[src/rtl/reg_file_arbiter.sv]
// Purpose: round-robin arbiter giving the UART controller (M0) and config/debug master (M1) the one regfile port.
// Latency: GNT one cycle after REQ is sampled; write DONE one cycle after GNT; read DONE one cycle after Rd_D_Valid or timeout.
// Backpressure: one transaction in flight; requesters hold REQ and fields until GNT, the loser waits for the next IDLE cycle.
//
// Ports:
//   REF_CLK, SYNC_RST          clock, asynchronous active-low reset
//   Mx_REQ/WR/ADDR/WDATA       requester x transaction request (held until Mx_GNT)
//   Mx_GNT/DONE/RDATA/ERR      requester x grant pulse, completion pulse, read data, timeout flag
//   WrEn/RdEn/Addr/Wr_D        register-file command side
//   Rd_D/Rd_D_Valid            register-file read return
//   BUSY                       a transaction is in flight
module reg_file_arbiter #(
  parameter int BUS_WIDTH = 8,
  parameter int Reg_Addr  = 4,
  parameter int TIMEOUT   = 15,
  parameter int TO_W      = 4
) (
  input  logic                 REF_CLK,
  input  logic                 SYNC_RST,

  input  logic                 M0_REQ,
  input  logic                 M0_WR,
  input  logic [Reg_Addr-1:0]  M0_ADDR,
  input  logic [BUS_WIDTH-1:0] M0_WDATA,
  output logic                 M0_GNT,
  output logic                 M0_DONE,
  output logic [BUS_WIDTH-1:0] M0_RDATA,
  output logic                 M0_ERR,

  input  logic                 M1_REQ,
  input  logic                 M1_WR,
  input  logic [Reg_Addr-1:0]  M1_ADDR,
  input  logic [BUS_WIDTH-1:0] M1_WDATA,
  output logic                 M1_GNT,
  output logic                 M1_DONE,
  output logic [BUS_WIDTH-1:0] M1_RDATA,
  output logic                 M1_ERR,

  output logic                 WrEn,
  output logic                 RdEn,
  output logic [Reg_Addr-1:0]  Addr,
  output logic [BUS_WIDTH-1:0] Wr_D,
  input  logic [BUS_WIDTH-1:0] Rd_D,
  input  logic                 Rd_D_Valid,

  output logic                 BUSY
);

  typedef enum logic [1:0] {
    IDLE      = 2'd0,
    WRITE     = 2'd1,
    READ      = 2'd2,
    READ_WAIT = 2'd3
  } state_t;

  // One request as seen on a requester port and as held for the transaction.
  typedef struct packed {
    logic                 wr;
    logic [Reg_Addr-1:0]  addr;
    logic [BUS_WIDTH-1:0] wdata;
  } req_t;

  // Last READ_WAIT count before giving up; the counter parks here, so it never wraps.
  localparam logic [TO_W-1:0] TO_LAST = TO_W'(TIMEOUT - 1);

  state_t          state;
  state_t          state_nxt;
  logic            rr_ptr;
  logic            owner;
  req_t            lat_req;
  req_t            sel_req;
  logic [TO_W-1:0] to_cnt;

  logic grant;
  logic grant_id;
  logic complete;
  logic complete_err;
  logic capture;

  // ------------------------------------------------------------------
  // Arbitration: a lone requester always wins; on a tie rr_ptr decides.
  // ------------------------------------------------------------------
  always_comb begin
    grant_id = rr_ptr;
    if (M0_REQ && !M1_REQ) begin
      grant_id = 1'b0;
    end else if (M1_REQ && !M0_REQ) begin
      grant_id = 1'b1;
    end

    sel_req       = '0;
    sel_req.wr    = grant_id ? M1_WR    : M0_WR;
    sel_req.addr  = grant_id ? M1_ADDR  : M0_ADDR;
    sel_req.wdata = grant_id ? M1_WDATA : M0_WDATA;
  end

  // ------------------------------------------------------------------
  // FSM next state and per-cycle control strobes
  // ------------------------------------------------------------------
  always_comb begin
    state_nxt    = state;
    grant        = 1'b0;
    complete     = 1'b0;
    complete_err = 1'b0;
    capture      = 1'b0;

    case (state)
      IDLE: begin
        if (M0_REQ || M1_REQ) begin
          grant     = 1'b1;
          state_nxt = sel_req.wr ? WRITE : READ;
        end
      end

      WRITE: begin
        complete  = 1'b1;
        state_nxt = IDLE;
      end

      READ: begin
        // A zero-latency regfile may answer in the same cycle as RdEn.
        if (Rd_D_Valid) begin
          complete  = 1'b1;
          capture   = 1'b1;
          state_nxt = IDLE;
        end else begin
          state_nxt = READ_WAIT;
        end
      end

      READ_WAIT: begin
        // Valid is checked first so data arriving on the last allowed
        // cycle is still returned as a good read.
        if (Rd_D_Valid) begin
          complete  = 1'b1;
          capture   = 1'b1;
          state_nxt = IDLE;
        end else if (to_cnt == TO_LAST) begin
          complete     = 1'b1;
          complete_err = 1'b1;
          state_nxt    = IDLE;
        end
      end

      default: begin
        state_nxt = IDLE;
      end
    endcase
  end

  // ------------------------------------------------------------------
  // Register-file command side (combinational from state + held request)
  // ------------------------------------------------------------------
  // The held direction qualifies the strobes so WrEn and RdEn can never
  // be seen together by the register file.
  assign WrEn = (state == WRITE) &&  lat_req.wr;
  assign RdEn = (state == READ)  && !lat_req.wr;
  assign Addr = (state == IDLE)  ? '0 : lat_req.addr;
  assign Wr_D = (state == WRITE) ? lat_req.wdata : '0;
  assign BUSY = (state != IDLE);

  // ------------------------------------------------------------------
  // State, ownership and held request
  // ------------------------------------------------------------------
  always_ff @(posedge REF_CLK or negedge SYNC_RST) begin
    if (!SYNC_RST) begin
      state   <= IDLE;
      rr_ptr  <= 1'b0;
      owner   <= 1'b0;
      lat_req <= '0;
    end else begin
      state <= state_nxt;
      if (grant) begin
        owner   <= grant_id;
        rr_ptr  <= ~grant_id;
        lat_req <= sel_req;
      end
    end
  end

  // READ_WAIT cycle counter: cleared in READ, saturates at TO_LAST.
  always_ff @(posedge REF_CLK or negedge SYNC_RST) begin
    if (!SYNC_RST) begin
      to_cnt <= '0;
    end else if (state == READ) begin
      to_cnt <= '0;
    end else if ((state == READ_WAIT) && (to_cnt != TO_LAST)) begin
      to_cnt <= to_cnt + TO_W'(1);
    end
  end

  // ------------------------------------------------------------------
  // Registered responses, steered to the owning requester only
  // ------------------------------------------------------------------
  always_ff @(posedge REF_CLK or negedge SYNC_RST) begin
    if (!SYNC_RST) begin
      M0_GNT   <= 1'b0;
      M1_GNT   <= 1'b0;
      M0_DONE  <= 1'b0;
      M1_DONE  <= 1'b0;
      M0_ERR   <= 1'b0;
      M1_ERR   <= 1'b0;
      M0_RDATA <= '0;
      M1_RDATA <= '0;
    end else begin
      M0_GNT  <= grant & ~grant_id;
      M1_GNT  <= grant &  grant_id;
      M0_DONE <= complete & ~owner;
      M1_DONE <= complete &  owner;
      M0_ERR  <= complete_err & ~owner;
      M1_ERR  <= complete_err &  owner;

      // RDATA only moves on a read completion; writes leave it alone and a
      // timeout clears it so stale data is never mistaken for a result.
      if (complete && !owner) begin
        if (capture) begin
          M0_RDATA <= Rd_D;
        end else if (complete_err) begin
          M0_RDATA <= '0;
        end
      end
      if (complete && owner) begin
        if (capture) begin
          M1_RDATA <= Rd_D;
        end else if (complete_err) begin
          M1_RDATA <= '0;
        end
      end
    end
  end

endmodule

[config.mk]
export PLATFORM = sky130hd
export DESIGN_NAME = reg_file_arbiter
export DESIGN_NICKNAME = d
export VERILOG_FILES = /design/src/rtl/reg_file_arbiter.sv
export SDC_FILE = /design/constraint.sdc
export NUM_CORES = 1
export LEC_CHECK = 0
export ABC_CLOCK_PERIOD_IN_PS = 3940
export CAP_MARGIN = 25
export CELL_PAD_IN_SITES_DETAIL_PLACEMENT = 1
export CELL_PAD_IN_SITES_GLOBAL_PLACEMENT = 2
export CORE_MARGIN = 3
export CORE_UTILIZATION = 30
export CTS_CLUSTER_SIZE = 12
export DETAILED_ROUTE_END_ITERATION = 10
export GPL_ROUTABILITY_DRIVEN = 0
export PLACE_DENSITY = 0.81
export REMOVE_ABC_BUFFERS = 1
export SYNTH_ARGS = -nofsm -noshare
export SYNTH_HDL_FRONTEND = slang
export SYNTH_SLANG_ARGS = --single-unit
[constraint.sdc]
create_clock -name REF_CLK -period 3.94 [get_ports REF_CLK]
set_clock_uncertainty 0.05 [all_clocks]
set_input_delay 0.788 -clock REF_CLK [delete_from_list [all_inputs] [get_ports REF_CLK]]
set_output_delay 0.788 -clock REF_CLK [all_outputs]
set_load 0.05 [all_outputs]
==> summary by stage <==
Placement
The number of buffers inserted by port buffering is 75. Once placement finished, the instance area stood at 2990 sq um. Counting tap cells, the placed design contains a total of 356 instances. Detailed placement ended at an HPWL of 4510 um.

Clock network
CTS built an H-tree with a depth of 2. CTS placed an instance of clkbuf_8 at the clock tree root. The TritonCTS clock tree is yes. The worst-skew pair later-pin latency is 290 ps. The post-CTS setup buffer count is 0. The longest clock path from root to sink contains 2 buffers. The tree built by TritonCTS fans out to 43 sinks. After clock tree synthesis, the clock-pin slew on the worst setup and hold paths is 80 ps. The post-cts resize count is 0. The number of clock buffers inserted by TritonCTS is 5. In this run, post-CTS hold repair placed 0 buffers.

Status
The run finished with clean final reports.

Synthesis
In the synthesized netlist, the cells that appear most often are 43 x dfrtp_1, 24 x o2111ai_1, 16 x a32o_1, 16 x o21ai_0, 15 x nand3_1. The count of different cell masters after synthesis is 43. For this run, the number of Yosys warnings is 0. The proportion of synthesized chip area in sequential cells is 0.483. In this run the cell area of the synthesized design comes to 2230 sq um. The number of synthesized register bits is 43. In this run, synthesis inferred 0 flip-flops with an integrated enable. The share of synthesized area in the top cell type comes to 0.483. The most frequently used cell type in the post-synthesis netlist is dfrtp_1.

The async set-or-reset flop fraction in the synthesized netlist is 1.00. The largest area contributor in the netlist is dfrtp_1. In this run the mean area of a mapped cell was 11.0 sq um.

The instance count of the mapped netlist is 202. For this run, the leading register cell type out of synthesis is dfrtp_1. In the post-synthesis netlist, the biggest area contributors are dfrtp_1 48%, o2111ai_1 9.4%, a32o_1 7.2%.

Timing
Setup repair after global routing left no endpoint under its margin. The worst slew slack as a fraction of its limit is 0.369. The number of failing setup endpoints in the final timing report is 0. The final max-slew violation count is 0.

The final hold violation count came to 0. The slew of the pin with the lowest slew margin is 943 ps. Dividing the final minimum period by the clock period gives 0.844. The setup TNS is 0 ps. The final critical path time including I/O delays and setup is 3330 ps. The peak clock frequency supported by timing is 301 MHz.

Critical path
The endpoint of the lowest-slack register-to-register path is M0_RDATA[4]. The startpoint type of the worst setup path is a flop. The count of cells along the worst register-to-register path is 3.

Among cell families on the critical path, the largest total delay comes from buffers and inverters. In this run the critical register-to-register path is launched from state[1]. The critical path goes through nor2b_1, and2_1, clkdlybuf4s50_1.

The setup slack of the most critical reg-to-reg path is 1940 ps. The worst path required time is 3100 ps. STA classifies the critical path endpoint as an output port. Counting both buffers and inverters, the worst setup path holds a total of 1. The slowest cell on the critical path is clkdlybuf4s50_1. The maximum fanout encountered on the critical timing path is 11. At the worst endpoint, the arrival time is 2490 ps. For this run, the slowest stage of the critical path takes 820 ps. The kind of critical path is reg2out.

Detailed routing
The routed length per placed instance is 17.9 um. The detailed-routing iteration count for the pre-antenna-repair pass is 4. In this run, the number of DRC markers left after iteration 0 of detailed routing was 79. The final routed wirelength across all metal layers is 6520 um. Summing over every cut layer, the via total after detailed routing is 1937. The count of nets left with antenna violations once routing finished came out at 0. The remaining design rule violation count is 0. Using the TritonRoute via totals, the vias-per-cell ratio works out to 5.31.

Layout
For this run, the share of the core covered by cells in the final layout is 0.444. The number of fill cells is 795. The post-route cell area is 3100 sq um. The share of post-route cells with drive strength above 1 is 0.0967. The number of nets in the layout is 309.

The count of placed standard cells in the final layout, fillers left out is 365. The repair_antennas step left the layout with diodes totalling 0. Relative to the synthesized area, the layout overhead comes to 39.0%.

Global routing
The via count of the first global-routing pass is 2113. The global-route wire length before repair is 11000 um. Summed over all layers, the global routing overflow is 0. In the global route stage, overall resource usage came out at 0.162.

The number of antenna violations at the first check in global routing came to 0. The maximum number of pins on one net before global-route repair is 44.

Power
The analysis attributes to cell leakage a power of 0.00123 uW. Dividing total power by cell area gives a power density of 824 nW/um^2. The worst-case IR drop observed on VDD is 0.000246 V.

Floorplan
The horizontal extent of the die is 92.2 um. Measured along the y axis, the die boundary spans 92.2 um. The count of pins on the block boundary is 76.

The total core area is 6980 sq um. The row count is 30. The starting density of the core is 0.319. The die covers 8500 sq um.

Hold path
The classification of the worst-slack hold path is in2async.

Flow run
The tool flagged a number of max-cap violations equal to 0.
==> worst max path at each step <==
stage                   from      end  slack [ps]  cells after the start
finish              state[0]  Wr_D[1]         610                      3
global route        state[0]  Wr_D[4]         440                      3
CTS                 state[0]  Wr_D[4]         520                      3
detailed placement  state[0]  Wr_D[1]         860                      3
global placement    state[0]  Wr_D[1]         920                      3
floorplan           state[1]     RdEn        1310                      2
==> registers in the layout, indices dropped and copies added (netlist names) <==
name      cells
M0_DONE       1
M1_RDATA      8
lat_req      13
M0_RDATA      8
to_cnt        4
M0_GNT        1
owner         1
state         2
M1_ERR        1
rr_ptr        1
M1_DONE       1
M1_GNT        1
M0_ERR        1
==> area by class of cell <==
cell class	instances	area, sq um	area share
sequential	43	1080	0.347
multi-input combinational	134	1010	0.327
timing repair buffer	78	781	0.252
tap	96	120	0.0388
clock buffer	5	68.8	0.0222
inverter	6	22.5	0.00727
clock inverter	3	15.0	0.00485
==> power by group <==
group          switching [uW]  internal, uW  leakage (uW)  total, uW
Clock                     158           122     0.0000477        279
Combinational             943           528      0.000639       1470
Sequential                174           630      0.000545        803
Total                    1270          1280       0.00123       2550
==> per-layer routing <==
layer  up-vias  track usage  wire (um)
met1       950        0.206       2970
met5         -            0          0
met3         5       0.0509        463
met4         0       0.0408         51
li1        916            -          -
met2        66        0.266       3040
==> metrics by stage <==
stage	hold slack (ps)	power [uW]	setup WS [ps]
finish	257	2550	613
CTS	452	2580	520
detailed placement	432	2290	856
floorplan	417	1750	1310
global route	244	2720	443
global placement	424	2270	923
==> cells in the final DEF, fill, tap and decap left out, types with 4 or more instances in the layout <==
cell,count
nor2b_1,4
dfrtp_1,43
clkbuf_8,5
nand2_1,5
nand3_1,15
a32o_1,16
a21oi_1,4
o21ai_0,16
o2111ai_1,24
inv_1,4
clkdlybuf4s50_1,74
and2_1,14
==> cells by family (layout without fill, tap and decap cells) <==
group	Yosys count	in the layout	synth area share
AO/OA/AOI/OAI	75	75	0.270
AND/OR/NAND/NOR	55	55	0.162
flip-flops	43	43	0.483
buffers and inverters	25	92	0.0623
adder cells (fa/ha/maj)	2	2	0.0112
multiplexers	2	2	0.0118
No activity file was read; power rests on OpenSTA's default activity.
